==> config.mk <==
export PLATFORM = sky130hd
export DESIGN_NAME = ascii_load_sequencer
export DESIGN_NICKNAME = d
export VERILOG_FILES = /design/src/rtl/ascii_load_sequencer.sv
export SDC_FILE = /design/constraint.sdc
export NUM_CORES = 1
export LEC_CHECK = 0
export CAP_MARGIN = 40
export CORE_ASPECT_RATIO = 0.5
export CORE_MARGIN = 2
export CORE_UTILIZATION = 55
export DETAILED_ROUTE_END_ITERATION = 10
export PLACE_DENSITY = 0.76
export SLEW_MARGIN = 30
export SYNTH_ARGS = -nofsm -noshare
export SYNTH_HDL_FRONTEND = slang
export SYNTH_SLANG_ARGS = --single-unit
==> constraint.sdc <==
create_clock -name clk_sys -period 4.5 [get_ports clk_sys]
set_input_delay 1.125 -clock clk_sys [delete_from_list [all_inputs] [get_ports clk_sys]]
set_output_delay 1.125 -clock clk_sys [all_outputs]
set_load 0.01 [all_outputs]
==> src/rtl/ascii_load_sequencer.sv <==
// Buffers "Load Ascii" bytes from the HPS ioctl stream and replays them 8N1 into the ACIA rxd,
// with per-character and per-line pacing; uart_rxd bypasses the serialiser when selected.
module ascii_load_sequencer #(
  parameter int unsigned CLK_HZ     = 50_000_000,
  parameter int unsigned FIFO_DEPTH = 16,
  parameter int unsigned CHAR_GAP   = 50_000,
  parameter int unsigned LINE_GAP   = 5_000_000
) (
  input  logic       clk_sys,
  input  logic       reset,
  input  logic       load_from,
  input  logic       baud_rate,
  input  logic       ioctl_download,
  input  logic       ioctl_wr,
  input  logic [7:0] ioctl_data,
  output logic       ioctl_wait,
  input  logic       uart_rxd,
  output logic       rxd_out,
  output logic       busy,
  output logic       overrun
);

  localparam int unsigned DIV_FAST = CLK_HZ / 9600;
  localparam int unsigned DIV_SLOW = CLK_HZ / 300;
  localparam int unsigned MAX_A    = (DIV_SLOW > LINE_GAP) ? DIV_SLOW : LINE_GAP;
  localparam int unsigned MAX_CNT  = (MAX_A > CHAR_GAP) ? MAX_A : CHAR_GAP;
  localparam int unsigned CNT_W    = $clog2(MAX_CNT + 1);
  localparam int unsigned PTR_W    = $clog2(FIFO_DEPTH);
  localparam int unsigned FCNT_W   = PTR_W + 1;

  typedef enum logic [2:0] {S_IDLE, S_START, S_DATA, S_STOP, S_GAP} state_t;

  state_t              state_q, state_d;
  logic [CNT_W-1:0]    cnt_q, cnt_d, div_q, div_d;
  logic [2:0]          bit_q, bit_d;
  logic [7:0]          shift_q, shift_d;
  logic                cr_q, cr_d, tx_q, tx_d;
  logic [PTR_W-1:0]    wr_ptr_q, wr_ptr_d, rd_ptr_q, rd_ptr_d;
  logic [FCNT_W-1:0]   count_q, count_d;
  logic                dl_q, prev_cr_q, prev_cr_d, overrun_q, overrun_d;
  logic                wait_q, wait_d, busy_q, busy_d;
  logic [7:0]          mem_q [FIFO_DEPTH];
  logic                dl_rise, wr_req, prev_eff, drop_lf, full, wr_en, pop;
  logic [7:0]          wr_byte, head;

  assign rxd_out    = load_from ? uart_rxd : tx_q;
  assign ioctl_wait = wait_q;
  assign busy       = busy_q;
  assign overrun    = overrun_q;
  assign head       = mem_q[rd_ptr_q];

  // Ingest path: CRLF collapse, LF->CR translation, overrun tracking
  always_comb begin
    dl_rise   = ioctl_download & ~dl_q;
    wr_req    = ioctl_download & ioctl_wr & ~load_from;
    prev_eff  = dl_rise ? 1'b0 : prev_cr_q;
    drop_lf   = (ioctl_data == 8'h0A) & prev_eff;
    wr_byte   = (ioctl_data == 8'h0A) ? 8'h0D : ioctl_data;
    full      = (count_q == FCNT_W'(FIFO_DEPTH));
    wr_en     = wr_req & ~drop_lf & ~full;
    prev_cr_d = prev_eff;
    overrun_d = dl_rise ? 1'b0 : overrun_q;
    if (wr_req) begin
      prev_cr_d = (ioctl_data == 8'h0D);
      if (!drop_lf && full) overrun_d = 1'b1;
    end
  end

  // Serialiser next-state and line value
  always_comb begin
    state_d = state_q;
    cnt_d   = cnt_q;
    div_d   = div_q;
    bit_d   = bit_q;
    shift_d = shift_q;
    cr_d    = cr_q;
    tx_d    = tx_q;
    pop     = 1'b0;
    case (state_q)
      S_IDLE: begin
        tx_d = 1'b1;
        if (count_q != '0) begin
          pop     = 1'b1;
          shift_d = head;
          cr_d    = (head == 8'h0D);
          div_d   = baud_rate ? CNT_W'(DIV_SLOW) : CNT_W'(DIV_FAST);
          cnt_d   = div_d - CNT_W'(1);
          tx_d    = 1'b0;
          state_d = S_START;
        end
      end
      S_START: begin
        if (cnt_q == '0) begin
          cnt_d   = div_q - CNT_W'(1);
          bit_d   = 3'd0;
          tx_d    = shift_q[0];
          state_d = S_DATA;
        end else begin
          cnt_d = cnt_q - CNT_W'(1);
        end
      end
      S_DATA: begin
        if (cnt_q == '0) begin
          cnt_d = div_q - CNT_W'(1);
          if (bit_q == 3'd7) begin
            tx_d    = 1'b1;
            state_d = S_STOP;
          end else begin
            bit_d   = bit_q + 3'd1;
            shift_d = shift_q >> 1;
            tx_d    = shift_q[1];
          end
        end else begin
          cnt_d = cnt_q - CNT_W'(1);
        end
      end
      S_STOP: begin
        tx_d = 1'b1;
        if (cnt_q == '0) begin
          cnt_d   = cr_q ? CNT_W'(LINE_GAP - 1) : CNT_W'(CHAR_GAP - 1);
          state_d = S_GAP;
        end else begin
          cnt_d = cnt_q - CNT_W'(1);
        end
      end
      S_GAP: begin
        tx_d = 1'b1;
        if (cnt_q == '0) state_d = S_IDLE;
        else             cnt_d   = cnt_q - CNT_W'(1);
      end
      default: begin
        tx_d    = 1'b1;
        state_d = S_IDLE;
      end
    endcase
    if (load_from) begin
      state_d = S_IDLE;
      tx_d    = 1'b1;
      pop     = 1'b0;
    end
  end

  // FIFO bookkeeping; selecting UART flushes the buffer
  always_comb begin
    wr_ptr_d = wr_ptr_q + PTR_W'(wr_en);
    rd_ptr_d = rd_ptr_q + PTR_W'(pop);
    count_d  = count_q + FCNT_W'(wr_en) - FCNT_W'(pop);
    if (load_from) begin
      wr_ptr_d = '0;
      rd_ptr_d = '0;
      count_d  = '0;
    end
    wait_d = ~load_from & (count_d >= FCNT_W'(FIFO_DEPTH - 2));
    busy_d = (state_d != S_IDLE) | (count_d != '0);
  end

  always_ff @(posedge clk_sys) begin
    if (reset) begin
      state_q   <= S_IDLE;
      cnt_q     <= '0;
      div_q     <= '0;
      bit_q     <= '0;
      shift_q   <= '0;
      cr_q      <= 1'b0;
      tx_q      <= 1'b1;
      wr_ptr_q  <= '0;
      rd_ptr_q  <= '0;
      count_q   <= '0;
      dl_q      <= 1'b0;
      prev_cr_q <= 1'b0;
      overrun_q <= 1'b0;
      wait_q    <= 1'b0;
      busy_q    <= 1'b0;
    end else begin
      state_q   <= state_d;
      cnt_q     <= cnt_d;
      div_q     <= div_d;
      bit_q     <= bit_d;
      shift_q   <= shift_d;
      cr_q      <= cr_d;
      tx_q      <= tx_d;
      wr_ptr_q  <= wr_ptr_d;
      rd_ptr_q  <= rd_ptr_d;
      count_q   <= count_d;
      dl_q      <= ioctl_download;
      prev_cr_q <= prev_cr_d;
      overrun_q <= overrun_d;
      wait_q    <= wait_d;
      busy_q    <= busy_d;
    end
  end

  always_ff @(posedge clk_sys) begin
    if (wr_en) mem_q[wr_ptr_q] <= wr_byte;
  end

endmodule

==> results.json <==
{
  "grt_overflow": 0,
  "clk_pin_slew_ns": 0.08,
  "grt_antenna_before_repair": 0,
  "worst_slack_ns": 0.427,
  "ys_seq_area_share_pct": 57.6,
  "synthArstFlopShare_pct": 0,
  "skew_ns": 0.0136,
  "ir_drop_v": 0.000280,
  "fin_crit_ns": 4.07,
  "start_util_pct": 56.5,
  "fin_crit_sh_pct": 90.5,
  "worst_path_most_repeated_cell": "nor2_1",
  "viasPerCell": 6.35,
  "slowest_stage": "or4_1",
  "hold_buffers": 0,
  "worst-path-buf-inv": 3,
  "ys_types": 62,
  "critPathArrivalTime_ns": 4.37,
  "die_y_um": 93.2,
  "yosys_warnings": 0,
  "endpoint": "busy$_SDFF_PP0_",
  "insertion_delay_ns": 0.43,
  "ff2ff_path_depth": 16,
  "synth_edf_count": 128,
  "grtUsageTotal_pct": 24.8,
  "synth_cells": 728,
  "slew_headroom_pct": 44.7,
  "clk_path_buf_depth": 2,
  "drtIter0Drc": 658,
  "crit_family": "simple AND/OR/NAND/NOR gates",
  "clock.fmax_mhz": 245,
  "core_area_um2": 15500,
  "setup_viol": 0,
  "power_density_nw_per_um2": 570,
  "syn_to_final_growth_pct": 12.1,
  "wl_per_cell_um": 20.5,
  "vias": 6162,
  "crit_type": "input port to flop",
  "drtPass1Iterations": 5,
  "ant_nets": 0,
  "fillers": 1147,
  "start_kind": "input port",
  "portBuffers": 18,
  "finalSetupTns_ns": 0,
  "num-nets-final": 783,
  "ctsResizeCount": 0,
  "cp_num_cells": 17,
  "pre_cts_slack_ns": 0.0203,
  "syn_area_um2": 8750,
  "synth-seq-cells": 188,
  "slowest_delay_ns": 0.49,
  "synth.area.top_cells": "edfxtp_1 44%, dfxtp_1 14%, mux4_2 5.4%",
  "clock_tree.root_cell": "clkbuf_16",
  "slew_violations": 0,
  "netlist.area_leader.share_pct": 43.9,
  "cts_buffers": 17,
  "drive_gt1_share_pct": 12.7,
  "drc_errors": 0,
  "rrSetupSlack_ns": 0.95,
  "synth-main-ff-cell": "edfxtp_1",
  "diodes": 0,
  "pin_count": 19,
  "drt-total-wl_um": 19900,
  "path_cells": "clkdlybuf4s50_1 -> nor4_1 -> nand4_1 -> nor2_1 -> nor3b_1 -> nand2b_1 -> nand2_1 -> ha_1 -> inv_1 -> fa_1 -> inv_1 -> a21oi_1 -> nor2_1 -> nor2_1 -> xnor2_1 -> a31oi_1 -> or4_1",
  "min_path_type": "flop to flop",
  "crit_path_start": "ioctl_data[5]",
  "synth_top_area_cell": "edfxtp_1",
  "grt_pass1_wl_um": 32000,
  "grt_pass1_vias": 5783,
  "endpoint_kind": "flop",
  "p_leak_nw": 3.31,
  "rsz0062_at_grt": "no",
  "placedInstanceArea_um2": 9240,
  "die_area_um2": 17000,
  "multi_input_area_um2": 3430,
  "r2r_end": "busy$_SDFF_PP0_",
  "r2r-start": "state_q[1]$_SDFF_PP0_",
  "worstPathMaxFanout": 3,
  "synth_nets": 758,
  "die_w_um": 182,
  "final_area_um2": 9810,
  "fin_total_pwr_mw": 5.59,
  "cts_max_level": 4,
  "status": "finished, final reports clean",
  "cts_tree": "done",
  "seqCellArea_um2": 5050,
  "hpwl_um": 13100,
  "tightest_slew_ns": 0.808,
  "rows": 32,
  "grt_max_degree": 45,
  "cts_setup_buffers": 0,
  "place.gp.congestion": 0.906,
  "hold_violations": 0,
  "cts_sinks": 188,
  "syn_avg_cell_area_um2": 12.0,
  "required_ns": 4.80,
  "drv_cap": 0
}
report_power, final:
group          leakage (nW)  internal [mW]  total, mW  switching [mW]
logic                  1.39          0.804       1.98            1.18
registers              1.64           1.97       2.14           0.174
clock network         0.279          0.742       1.46           0.723
total                  3.31           3.51       5.59            2.07
cell usage after synthesis (15+ instances only):
master	n
nand3_1	16
a21oi_1	42
nor2_1	85
mux4_2	21
a22oi_1	15
nor3_1	19
edfxtp_1	128
o21ai_0	31
clkbuf_1	30
nand2_1	47
dfxtp_1	60
routing by layer:
metal	global-route usage (%)	up-vias	routed length (um)
met4	6.52	0	299
met1	34.5	3001	8680
met3	3.89	39	1410
met5	0	-	0
li1	-	2823	-
met2	41.4	299	9530
logic make-up (layout without fill, tap and decap cells):
logic type	Yosys count	after routing	share of synthesized area, %
buffers and inverters	61	99	3.13
adders and majority gates	16	16	2.34
xor gates and xnor gates	26	26	2.60
muxes	38	38	9.05
AOI/OAI and AO/OA	154	154	11.2
and+or+nand+nor	245	245	14.0
DFF	188	188	57.6
worst reg2reg max path: stages (launching register included):
cell and delay [ns]:
dfxtp_1 0.51, or2_2 0.48, nor2_1 0.25, nand2_1 0.15
nor2_1 0.18, nand2b_1 0.12, nand2_1 0.08, ha_1 0.16
inv_1 0.05, fa_1 0.39, inv_1 0.07, a21oi_1 0.05
nor2_1 0.08, nor2_1 0.05, xnor2_1 0.19, a31oi_1 0.11
or4_1 0.49
how the worst min path moves through the flow:
stage	startpoint	end	slack, ns	depth (start not counted)
6_report	bit_q[2]$_SDFFE_PP0P_	bit_q[2]$_SDFFE_PP0P_	0.47	2
5_1_grt	bit_q[1]$_SDFFE_PP0P_	bit_q[1]$_SDFFE_PP0P_	0.48	2
4_1_cts	bit_q[2]$_SDFFE_PP0P_	bit_q[2]$_SDFFE_PP0P_	0.47	2
3_5_place_dp	bit_q[2]$_SDFFE_PP0P_	bit_q[2]$_SDFFE_PP0P_	0.46	2
3_3_place_gp	bit_q[1]$_SDFFE_PP0P_	bit_q[1]$_SDFFE_PP0P_	0.44	2
2_1_floorplan	bit_q[1]$_SDFFE_PP0P_	bit_q[1]$_SDFFE_PP0P_	0.44	2
sequential cells by signal, summed over array words and instances, names as in the netlist, 4 cells and up:
register,count
cnt_q,23
mem_q,128
shift_q,8
count_q,5
wr_ptr_q,4
rd_ptr_q,4
cell type report:
cell class	count	area share [%]
clock buffers	17	4.34
clock inverters	15	1.51
inverters	14	0.536
multi-input cells	479	35.0
flip-flops and latches	188	51.4
well taps	204	2.60
repair buffers	53	4.59
per-stage QoR:
stage                     utilization, %  std cells  hold slack [ns]
final                               63.3        970            0.466
after global routing                63.3        970            0.483
after CTS                           63.3        970            0.471
after detailed placement            59.6        938            0.460
after global placement              59.5        936            0.445
after floorplan                        -        728            0.436
cells in the final DEF, fill, tap and decap left out, types with 12 or more instances in the layout:
master,n
edfxtp_1,128
nor2_1,85
dfxtp_1,59
nand2_1,47
a21oi_1,42
buf_4,34
o21ai_0,31
mux4_2,21
nor3_1,19
clkdlybuf4s50_1,18
clkbuf_16,17
nand3_1,16
a22oi_1,15
inv_1,14
a31oi_1,14
xnor2_1,14
ha_1,14
a211oi_1,13
xor2_1,12
No activity file was read; power rests on OpenSTA's default activity.
